===== src/rtl/zone_scheduler_pkg.sv =====
// Shared state encodings and constants for the irrigation zone scheduler.
package zone_scheduler_pkg;

    typedef enum logic [1:0] {
        ST_IDLE   = 2'd0,
        ST_SELECT = 2'd1,
        ST_WATER  = 2'd2,
        ST_SETTLE = 2'd3
    } state_e;

    // Demux selector value that addresses no valve; zone i is selected by i+1.
    localparam logic [2:0] SEL_NONE  = 3'b000;
    localparam int         NUM_ZONES = 7;

endpackage


===== src/rtl/tick_prescaler.sv =====
// Free-running clk divider: one-cycle tick every TICK_DIV cycles, restartable.
module tick_prescaler #(
    parameter int TICK_DIV = 50_000_000
) (
    input  logic clk,
    input  logic rst_n,
    input  logic clear,
    output logic tick
);

    localparam int            CW   = (TICK_DIV > 1) ? $clog2(TICK_DIV) : 1;
    localparam logic [CW-1:0] LAST = CW'(TICK_DIV - 1);

    logic [CW-1:0] cnt_q, cnt_d;

    // Tick is combinational from the count so the owner sees it in the same
    // cycle the count sits at its terminal value.
    assign tick = (cnt_q == LAST);

    // Next count: wrap at TICK_DIV-1, restart from 0 when the owner clears.
    always_comb begin
        cnt_d = cnt_q + CW'(1);
        if (clear || (cnt_q == LAST)) begin
            cnt_d = '0;
        end
    end

    // Count register.
    always_ff @(posedge clk or negedge rst_n) begin
        if (!rst_n) begin
            cnt_q <= '0;
        end else begin
            cnt_q <= cnt_d;
        end
    end

endmodule


===== src/rtl/zone_scheduler.sv =====
// One-zone-at-a-time valve sequencer driving a 1x7 active-low demux.
// Round-robin grant, timed watering window, settle gap; all outputs registered.
module zone_scheduler
    import zone_scheduler_pkg::*;
#(
    parameter int TICK_DIV    = 50_000_000,
    parameter int WATER_TIME  = 10,
    parameter int SETTLE_TIME = 2
) (
    input  logic       clk,
    input  logic       rst_n,
    input  logic       enable,
    input  logic       water_ok,
    input  logic [6:0] req,
    output logic [2:0] sel,
    output logic       demux_in,
    output logic       busy,
    output logic [2:0] cur_zone,
    output logic       zone_done
);

    localparam int            MAX_T       = (WATER_TIME > SETTLE_TIME) ? WATER_TIME : SETTLE_TIME;
    localparam int            TW          = (MAX_T > 1) ? $clog2(MAX_T) : 1;
    localparam logic [TW-1:0] WATER_LAST  = TW'(WATER_TIME - 1);
    localparam logic [TW-1:0] SETTLE_LAST = TW'(SETTLE_TIME - 1);

    // Round-robin search: first requesting zone after 'last', wrapping back to it.
    function automatic logic [2:0] rr_pick(input logic [2:0] last, input logic [6:0] r);
        logic [2:0] idx;
        logic [2:0] win;
        logic       found;
        win   = last;
        found = 1'b0;
        for (int k = 1; k <= NUM_ZONES; k++) begin
            idx = 3'((int'(last) + k) % NUM_ZONES);
            if (!found && r[idx]) begin
                win   = idx;
                found = 1'b1;
            end
        end
        return win;
    endfunction

    state_e        state_q, state_d;
    logic [2:0]    sel_q, sel_d;
    logic          demux_in_q, demux_in_d;
    logic          busy_q, busy_d;
    logic [2:0]    cur_zone_q, cur_zone_d;
    logic          zone_done_q, zone_done_d;
    logic [2:0]    last_q, last_d;
    logic [TW-1:0] tcnt_q, tcnt_d;
    logic [2:0]    win;
    logic          clear;
    logic          tick;
    logic          run_ok;

    assign run_ok = enable && water_ok;

    tick_prescaler #(
        .TICK_DIV (TICK_DIV)
    ) u_prescaler (
        .clk   (clk),
        .rst_n (rst_n),
        .clear (clear),
        .tick  (tick)
    );

    // Next-state and registered-output computation. sel only moves on the
    // IDLE->SELECT and SETTLE->IDLE edges, both of which follow a cycle with
    // demux_in already high, so the demux never sees a selector change while open.
    always_comb begin
        state_d     = state_q;
        sel_d       = sel_q;
        cur_zone_d  = cur_zone_q;
        last_d      = last_q;
        zone_done_d = 1'b0;
        tcnt_d      = tick ? tcnt_q + TW'(1) : tcnt_q;
        win         = rr_pick(last_q, req);

        case (state_q)
            ST_IDLE: begin
                if (run_ok && (|req)) begin
                    state_d    = ST_SELECT;
                    sel_d      = win + 3'd1;
                    cur_zone_d = win;
                    last_d     = win;
                end
            end
            ST_SELECT: begin
                state_d = ST_WATER;
            end
            ST_WATER: begin
                // Abort takes priority over a coincident expiry: no completion pulse.
                if (!run_ok) begin
                    state_d = ST_SETTLE;
                end else if (tick && (tcnt_q == WATER_LAST)) begin
                    state_d     = ST_SETTLE;
                    zone_done_d = 1'b1;
                end
            end
            ST_SETTLE: begin
                if (tick && (tcnt_q == SETTLE_LAST)) begin
                    state_d = ST_IDLE;
                    sel_d   = SEL_NONE;
                end
            end
            default: begin
                state_d = ST_IDLE;
                sel_d   = SEL_NONE;
            end
        endcase

        // Timing restarts on every state entry.
        clear = (state_d != state_q);
        if (clear) begin
            tcnt_d = '0;
        end

        demux_in_d = (state_d != ST_WATER);
        busy_d     = (state_d != ST_IDLE);
    end

    // State and output registers; reset closes all valves immediately.
    always_ff @(posedge clk or negedge rst_n) begin
        if (!rst_n) begin
            state_q     <= ST_IDLE;
            sel_q       <= SEL_NONE;
            demux_in_q  <= 1'b1;
            busy_q      <= 1'b0;
            cur_zone_q  <= 3'd0;
            zone_done_q <= 1'b0;
            last_q      <= 3'd6;
            tcnt_q      <= '0;
        end else begin
            state_q     <= state_d;
            sel_q       <= sel_d;
            demux_in_q  <= demux_in_d;
            busy_q      <= busy_d;
            cur_zone_q  <= cur_zone_d;
            zone_done_q <= zone_done_d;
            last_q      <= last_d;
            tcnt_q      <= tcnt_d;
        end
    end

    assign sel       = sel_q;
    assign demux_in  = demux_in_q;
    assign busy      = busy_q;
    assign cur_zone  = cur_zone_q;
    assign zone_done = zone_done_q;

endmodule


===== config.mk =====
export PLATFORM = sky130hd
export DESIGN_NAME = zone_scheduler
export DESIGN_NICKNAME = d
export VERILOG_FILES = /design/src/rtl/zone_scheduler_pkg.sv /design/src/rtl/tick_prescaler.sv /design/src/rtl/zone_scheduler.sv
export SDC_FILE = /design/constraint.sdc
export NUM_CORES = 1
export LEC_CHECK = 0
export BUFFER_PORTS_ARGS = -buffer_cell sky130_fd_sc_hd__buf_4
export CAP_MARGIN = 20
export CELL_PAD_IN_SITES_DETAIL_PLACEMENT = 0
export CELL_PAD_IN_SITES_GLOBAL_PLACEMENT = 1
export CORE_MARGIN = 3
export CORE_UTILIZATION = 48
export CTS_CLUSTER_DIAMETER = 100
export DETAILED_ROUTE_END_ITERATION = 6
export MAX_ROUTING_LAYER = met4
export PLACE_DENSITY_LB_ADDON = 0.1
export SLEW_MARGIN = 30
export SYNTH_ARGS = -nofsm -noshare
export SYNTH_HDL_FRONTEND = slang
export SYNTH_SLANG_ARGS = --single-unit

===== constraint.sdc =====
create_clock -name clk -period 6.3 [get_ports clk]
set_input_delay 1.575 -clock clk [delete_from_list [all_inputs] [get_ports clk]]
set_output_delay 1.575 -clock clk [all_outputs]
set_load 0.01 [all_outputs]

==> results.yml <==
synthesis:
  ys_ff_latch: 43
  synth_cells: 613
  synth_edf_count: 0
  syn_area_um2: 4920
  ys.flop_type: "dfrtp_1"
  yosysWarnings: 0
  ys_seq_area_share_pct: 22.0
  ys_async_sr_fraction_pct: 100
  syn_nets: 654
  synth.distinct_cells: 88
  avgSynthCellArea_um2: 8.02
sta:
  whs_ns: 0.485
  fin_skew_ns: 0.0111
  period_share_pct: 90.5
  worstMarginPinSlew_ns: 0.570
  setup_viol: 0
  slew_violations: 0
  rsz0062_at_grt: "no"
  slew_headroom_pct: 61.0
  fin_crit_ns: 5.70
  finalSetupTns_ns: 0
  finalHoldViolations: 0
  fmax_mhz: 175
global_route:
  grt_overflow: 0
  grtUsageTotal_pct: 24.3
  grt_pass1_wl_mm: 22.1
  grt_pass1_vias: 4494
  antenna_found_initial: 0
  grt_max_degree: 52
clocking:
  cts.root.buffer_cell: "clkbuf_8"
  clkTransAtPathRegs_ns: 0.08
  cts_made_buffers: 5
  clockBufferDepth: 2
  hold_buffers: 0
  post_cts_buffers: 0
  cts_max_level: 2
  cts.sinks: 43
  clk-insertion-delay-late_ns: 0.30
  cts_tree: "yes"
  cts_resized: 0
place:
  portBuffers: 19
  place_congestion: 0.916
  placed_cell_area_um2: 5080
  dp_hpwl_mm: 9.79
  dp.cells: 737
routing:
  antenna_left: 0
  vias: 4664
  vias_per_cell: 6.26
  wl_per_cell_um: 17.9
  finalWirelength_mm: 13.3
  drc_errors: 0
  drtIter0Drc: 264
  drt_first_pass_iters: 5
cells_and_area:
  diodes: 0
  final_area_um2: 5190
  layout_common_cells: "nor2_1 (78), nand2_1 (56), dfrtp_1 (39)"
  layout.nets: 652
  fin_cells: 745
  multi_input_area_um2: 3510
  regArea_um2: 1080
  fillers: 972
  area_growth_pct: 5.50
  layout_commonest_cell: "nor2_1"
  layout-drive-gt1-share_pct: 13.4
die:
  io_pins: 20
  die_h_um: 107
  die-area_um2: 11500
  die_x_um: 107
  core-area_um2: 9860
  start_util_pct: 49.8
  placementRows: 36
critical_path:
  cp-start-kind: "flip-flop"
  critPathCaptureType: "flip-flop"
  crit_fanout: 14
  cp_data_required_time_ns: 6.50
  crit_type: "reg2reg"
  cp_data_arrival_time_ns: 5.90
outcome:
  status: "complete, no violations"
worst_hold_path:
  hold_path.class: "reg2reg"
flow_run:
  maxCapViolations: 0
-- stage by stage --
| step | worst slack [ns] | util [%] |
|---|---|---|
| global placement | 0.894 | 51.5 |
| detailed placement | 0.658 | 51.5 |
| CTS | 0.652 | 52.5 |
| finish | 0.600 | 52.6 |
| global route | 0.195 | 52.6 |
| floorplan | 0.819 | - |
-- final timing paths --
kind	slack, ns	cells after the start	endpoint	start
worst max-delay path	0.60	20	sel[2]	last_q[1]
worst min-delay path	0.49	2	cur_zone[2]	cur_zone[2]
worst max register to register	0.60	20	sel[2]	last_q[1]
worst min register to register	0.49	2	cur_zone[2]	cur_zone[2]
max in group asynchronous	4.63	1	cur_zone[0]	rst_n
min in group asynchronous	1.25	1	u_prescaler.cnt_q[21]	rst_n
-- cells by family (layout without fill, tap and decap cells) --
logic type / count (synthesis) / count (layout) / synth area share [%]
simple gates: 245 / 245 / 24.5
compound gates: 170 / 170 / 27.1
buf+inv: 68 / 67 / 6.72
flops: 43 / 43 / 22.0
xor+xnor: 40 / 40 / 7.74
fa+ha+maj: 30 / 30 / 7.64
mux: 17 / 17 / 4.38
-- cell usage after synthesis (6+ instances only) --
library cell | count | area share, %
nand2_1 | 56 | 4.3
inv_1 | 28 | 2.1
buf_2 | 8 | 0.81
dfrtp_1 | 40 | 20
nor2_1 | 78 | 6.0
clkbuf_1 | 17 | 1.3
mux2i_1 | 8 | 1.6
ha_1 | 30 | 7.6
nand3_1 | 25 | 2.5
nor2b_1 | 6 | 0.76
a21boi_0 | 7 | 1.1
nand4_1 | 12 | 1.5
a31o_2 | 6 | 1.1
a211oi_1 | 6 | 0.92
buf_6 | 7 | 1.6
nor4_1 | 7 | 0.89
o211ai_1 | 10 | 1.5
a31oi_1 | 10 | 1.3
nand2b_1 | 14 | 1.8
a21oi_1 | 35 | 3.6
xnor2_1 | 25 | 4.5
xor2_1 | 11 | 2.0
o21ai_0 | 18 | 1.8
nor3_1 | 12 | 1.2
-- state kept, by name, indices dropped and copies added (netlist names) --
name	cells
last_q	2
u_prescaler.cnt_q	26
zone_done	1
demux_in	1
busy	1
sel	3
state_q	2
cur_zone	3
tcnt_q	4
-- worst max-delay path, stage by stage (launching register included) --
cell	delay [ns]
dfstp_2	0.70
inv_1	0.20
ha_1	0.27
xor2_2	0.25
inv_1	0.16
ha_1	0.23
ha_1	0.32
nor3b_1	0.54
a31o_2	0.27
a21oi_1	0.14
a41o_1	0.26
a221oi_2	0.35
a32o_1	0.40
nand3_1	0.20
o31ai_1	0.25
nand2_1	0.08
a32oi_1	0.33
inv_1	0.09
ha_1	0.21
xor2_1	0.15
a22o_1	0.21
-- area by class of cell --
cell class              count  area share [%]
inverters                  32            2.41
well taps                 133            3.21
flip-flops and latches     43            20.8
clock buffers               8            1.93
multi-input cells         502            67.7
repair buffers             27            3.91
-- routing by layer --
metal / track usage [%] / vias up / wire (um)
met2: 41.1 / 146 / 6540
met3: 2.95 / 34 / 676
met5: - / - / 0
met4: 10.1 / 0 / 465
met1: 29.4 / 2240 / 5660
li1: - / 2244 / -
Power is left out: the tool's default activity adds up to more than one toggle a clock period on the data nets, which glitch-free logic cannot reach.
